==> config.mk <==
export PLATFORM = sky130hd
export DESIGN_NAME = mc_request_queue
export DESIGN_NICKNAME = d
export VERILOG_FILES = /design/src/rtl/mc_request_queue.sv
export SDC_FILE = /design/constraint.sdc
export NUM_CORES = 1
export LEC_CHECK = 0
export BUFFER_PORTS_ARGS = -buffer_cell sky130_fd_sc_hd__buf_2
export CAP_MARGIN = 20
export CORE_MARGIN = 3
export CORE_UTILIZATION = 60
export CTS_CLUSTER_DIAMETER = 200
export CTS_CLUSTER_SIZE = 20
export DETAILED_ROUTE_END_ITERATION = 7
export HOLD_SLACK_MARGIN = 0.06
export PLACE_DENSITY = 0.78
export REMOVE_ABC_BUFFERS = 1
export SYNTH_ARGS = -nofsm -noshare
export SYNTH_HDL_FRONTEND = slang
export SYNTH_SLANG_ARGS = --single-unit
==> constraint.sdc <==
create_clock -name clk -period 27.8 [get_ports clk]
set_input_delay 5.56 -clock clk [delete_from_list [all_inputs] [get_ports clk]]
set_output_delay 5.56 -clock clk [all_outputs]
set_load 0.02 [all_outputs]
==> src/rtl/mc_request_queue.sv <==
// rtl/mc_request_queue.sv - timestamp-gated memory request FIFO with global cycle counter
// Optional feature macro: MCQ_TIME_SKIP_EN (jump cur_cycle to the next request time when idle)
module mc_request_queue #(
    parameter int ADDR_WIDTH  = 36,
    parameter int MEMOP_WIDTH = 2,
    parameter int TIME_WIDTH  = 32,
    parameter int QUEUE_DEPTH = 16,
    localparam int PTR_W      = $clog2(QUEUE_DEPTH)
) (
    input  logic                   clk,
    input  logic                   rst,
    input  logic                   in_valid,
    input  logic [TIME_WIDTH-1:0]  in_time,
    input  logic [MEMOP_WIDTH-1:0] in_op,
    input  logic [ADDR_WIDTH-1:0]  in_addr,
    output logic                   in_ready,
    output logic                   out_valid,
    output logic [MEMOP_WIDTH-1:0] out_op,
    output logic [ADDR_WIDTH-1:0]  out_addr,
    output logic [TIME_WIDTH-1:0]  out_wait,
    input  logic                   out_ready,
    output logic [PTR_W:0]         count,
    output logic                   full,
    output logic                   empty,
    output logic [TIME_WIDTH-1:0]  cur_cycle,
    output logic                   err_illegal_op,
    output logic                   err_time_order
);

    localparam logic [MEMOP_WIDTH-1:0] OP_ILLEGAL = MEMOP_WIDTH'(3);
    localparam logic [PTR_W:0]         DEPTH_CNT  = (PTR_W+1)'(QUEUE_DEPTH);

    logic [MEMOP_WIDTH-1:0] op_mem   [QUEUE_DEPTH];
    logic [ADDR_WIDTH-1:0]  addr_mem [QUEUE_DEPTH];
    logic [TIME_WIDTH-1:0]  enq_mem  [QUEUE_DEPTH];

    logic [PTR_W-1:0]      head;
    logic [PTR_W-1:0]      tail;
    logic [TIME_WIDTH-1:0] last_time;
    logic [TIME_WIDTH-1:0] next_cycle;
    logic                  is_illegal;
    logic                  arrived;
    logic                  push;
    logic                  drop;
    logic                  pop;

    assign is_illegal = (in_op == OP_ILLEGAL);
    assign arrived    = (in_time <= cur_cycle);
    assign full       = (count == DEPTH_CNT);
    assign empty      = (count == '0);

    // Illegal ops are always swallowed, even when full, so the parser never stalls on them.
    assign in_ready   = in_valid && arrived && (!full || is_illegal);
    assign push       = in_ready && !is_illegal;
    assign drop       = in_ready && is_illegal;
    assign out_valid  = !empty;
    assign pop        = out_valid && out_ready;

    assign out_op   = empty ? '0 : op_mem[head];
    assign out_addr = empty ? '0 : addr_mem[head];
    assign out_wait = empty ? '0 : (cur_cycle - enq_mem[head]);

`ifdef MCQ_TIME_SKIP_EN
    always_comb begin
        next_cycle = cur_cycle + TIME_WIDTH'(1);
        if (empty && in_valid && (in_time > cur_cycle))
            next_cycle = in_time;
    end
`else
    assign next_cycle = cur_cycle + TIME_WIDTH'(1);
`endif

    always_ff @(posedge clk) begin
        if (push) begin
            op_mem[tail]   <= in_op;
            addr_mem[tail] <= in_addr;
            enq_mem[tail]  <= cur_cycle;
        end
    end

    always_ff @(posedge clk or posedge rst) begin
        if (rst) begin
            head           <= '0;
            tail           <= '0;
            count          <= '0;
            cur_cycle      <= '0;
            last_time      <= '0;
            err_illegal_op <= 1'b0;
            err_time_order <= 1'b0;
        end else begin
            cur_cycle      <= next_cycle;
            err_illegal_op <= drop;
            err_time_order <= push && (in_time < last_time);
            if (push) begin
                tail      <= tail + PTR_W'(1);
                last_time <= in_time;
            end
            if (pop)
                head <= head + PTR_W'(1);
            if (push && !pop)
                count <= count + (PTR_W+1)'(1);
            else if (pop && !push)
                count <= count - (PTR_W+1)'(1);
        end
    end

endmodule

==> metrics.md <==
| Metric | Value |
|---|---|
| Count of pins over their slew limit | 0 |
| Wire length after detailed routing | 109,000 um |
| Leak Pwr | 18.0 nW |
| Area used by sequential logic in the layout | 35,600 um2 |
| Worst min path class | flip-flop to flip-flop |
| Worst-case clock buffer depth | 3 |
| Cell area after layout | 53,400 um2 |
| Post-synthesis to final-layout area growth | 8.86% |
| DRC errors left | 0 |
| Most common cell after layout, fill and taps aside | edfxtp_1 |
| Number of library cell types mapped by synthesis | 59 |
| Warnings, synthesis | 0 |
| Number of gates resized after CTS | 0 |
| Iteration-0 DRC count of the detailed router | 2,744 |
| Upper clock frequency limit | 74.8 MHz |
| Num rows | 104 |
| Crit path kind | input pin to output pin |
| Die span in y | 292 um |
| Average vias per placed instance | 6.54 |
| Hold depth | 1 |
| Path depth of the worst reg2reg path | 11 |
| Share of flip-flops with an asynchronous set or reset | 0.0659 |
| Number of synthesized flops with an enable pin | 1,120 |
| Later-pin clock latency in the skew report | 630 ps |
| Power Density | 89.8 nW/um2 |
| Period utilisation layout | 0.481 |
| Transition time at the pin with the least slew margin | 1190 ps |
| Synth top area share | 0.685 |
| Post-CTS Repair Setup Buffers | 0 |
| H-tree levels | 3 |
| Largest net degree at the start of global routing | 161 |
| Die area | 85,300 um2 |
| Number of storage elements in the synthesis netlist | 1,199 |
| Unrepaired setup endpoints after global routing | no |
| CP Max Fanout | 4 |
| Hold violation total from the final report | 0 |
| Die width | 292 um |
| Clock-pin slew on the worst setup and hold paths | 80 ps |
| Library cell used as clock root buffer | clkbuf_16 |
| Synth Flop Type | edfxtp_1 |
| Signal arrival time at the worst endpoint | 7810 ps |
| IO Count | 187 |
| Post-detailed-route wirelength per cell | 29.5 um |
| First-pass GRT wire length | 165,000 um |
| Total area of multi-input combinational cells | 12,700 um2 |
| Worst VDD drop | 0.000144 V |
| Number of antenna violations at the first check in global routing | 5 |
| Number of sinks driven by the clock tree | 1,199 |
| Total track usage | 0.263 |
| Post-Syn Area per Cell | 20.4 um2 |
| TritonCTS clock tree | built |
| Final critical delay including setup and external delays | 13,370 ps |
| Fraction of final layout cells with drive strength greater than 1 | 0.276 |
| Via count of the first global-routing pass | 25,741 |
| Number of detailed-routing iterations run before antenna repair | 6 |
| CP Data Required Time | 22,240 ps |
| Cell area after synthesis | 49,100 um2 |
| CP Capture Type | output pin |
| Initial Util | 0.608 |
| Slew HR | 0.205 |
| Dpl cell area | 51,500 um2 |
| Register area share after synthesis | 0.725 |
| Hold bufs inserted after CTS | 0 |
| Count of buffers inserted at the top-level ports | 186 |
| Reported max-cap violation count | 0 |
| Detail Route Antenna Nets | 0 |
| Remaining global-route overflow | 0 |
| Total of endpoints with negative setup slack in the final report | 0 |
| Detailed-placement wirelength estimate | 58,500 um |
| Area of the core | 80,800 um2 |
| Gate count after technology mapping | 2,404 |
| Number of CTS-inserted buffers | 69 |
| Ranking of synthesized cells by area | edfxtp_1 69%, mux4_2 16%, dfrtp_1 4.0% |
| Run status | complete, no violations |
| Fillcell total | 5,151 |
| Last weighted congestion value of the routability-driven placer | 0.869 |
| Highest-count cells in the layout ignoring fill and taps | 1,120 x edfxtp_1, 350 x mux4_2, 186 x buf_2 |
| Final net count | 2,793 |
| Worst clock skew | 23.6 ps |
| Biggest area consumer among synthesized cells | edfxtp_1 |
| Fin Setup TNS | 0 ps |
| Worst Setup Start Kind | input pin |
| Number of vias after detailed routing | 24,216 |
worst max-delay path, cell delays in order:
cell     delay [ps]
buf_2           120
ha_1            300
nand4_1         190
nor4_1          590
nand3_1         200
and3_1          240
a22oi_2         190
nand2_1         100
a21oi_1         130
buf_2           190
power breakdown:
| group | internal [mW] | switching [mW] | leakage, nW |
|---|---|---|---|
| clock network | 0.476 | 0.549 | 0.933 |
| logic | 0.763 | 0.898 | 5.88 |
| registers | 2.03 | 0.0824 | 11.2 |
| total | 3.27 | 1.53 | 18.0 |
kinds of logic after synthesis:
logic type / synth area share
adders and majority gates: 0.0273
xor gates and xnor gates: 0.00979
buffers and inverters: 0.0178
AOI/OAI and AO/OA: 0.0218
muxes: 0.170
DFF: 0.725
and+or+nand+nor: 0.0281
area by class of cell:
class,count,area share
timing repair buffer,239,0.0261
multi-input combinational,982,0.238
antenna,4,0.000187
tap,1060,0.0248
sequential,1199,0.667
clock inverter,3,0.000843
inverter,122,0.00859
clock buffer,93,0.0352
synth_stat cells (2+ instances only):
master / count
buf_1: 10
nor3_1: 28
xnor2_1: 42
a31o_2: 2
a21o_1: 28
dfrtp_1: 79
nor4_1: 13
nor2b_1: 6
and2_1: 41
a2111oi_0: 2
nor3b_1: 8
o211ai_1: 7
fa_1: 2
mux2_2: 35
o21bai_1: 4
mux4_2: 350
nand2_1: 49
xor2_1: 11
nand4_1: 20
and3_1: 12
or3_1: 3
o21ai_0: 36
mux2i_1: 6
nand3_1: 24
o31ai_1: 2
nor2_1: 45
a21oi_1: 48
buf_2: 25
edfxtp_1: 1120
a221oi_1: 2
and3b_1: 2
nand2b_1: 6
and4_1: 3
a211oi_1: 7
o41ai_1: 2
a31oi_1: 5
o21a_1: 6
a211o_1: 3
inv_1: 121
a21boi_0: 3
ha_1: 104
clkbuf_1: 65
path summary, 6_finish.rpt:
check                               from              end  slack [ps]
hold reg to reg            last_time[21]    last_time[21]         510
hold / removal             last_time[21]    last_time[21]         510
min in group asynchronous            rst     last_time[0]        4780
setup reg to reg           cur_cycle[14]  addr_mem[8][22]       21960
max in group asynchronous            rst          head[3]       22220
setup / recovery             in_time[13]         in_ready       14430
metrics by stage:
stage / setup slack [ps] / util / power (mW) / instances / hold slack, ps
after CTS: 14410 / 0.661 / 4.83 / 3696 / 513
after global routing: 14230 / 0.661 / 5.02 / 3699 / 531
final: 14430 / 0.661 / 4.80 / 3702 / 510
after floorplan: 8250 / - / 3.63 / 2303 / 480
after global placement: 14470 / 0.637 / 3.78 / 3600 / 487
after detailed placement: 14420 / 0.637 / 3.81 / 3600 / 494
metal layers:
metal,part of all wire,vias up,GRT usage
met3,0.095,205,0.0577
li1,-,10194,-
met5,0.00024,-,0
met2,0.49,1225,0.420
met1,0.38,12588,0.370
met4,0.032,4,0.0879
flip-flops by register name, summed over array words and instances (netlist names):
| name | count |
|---|---|
| err_illegal_op | 1 |
| enq_mem | 512 |
| count | 5 |
| err_time_order | 1 |
| tail | 4 |
| addr_mem | 576 |
| op_mem | 32 |
| last_time | 32 |
| head | 4 |
| cur_cycle | 32 |
No activity file was read; power rests on OpenSTA's default activity.
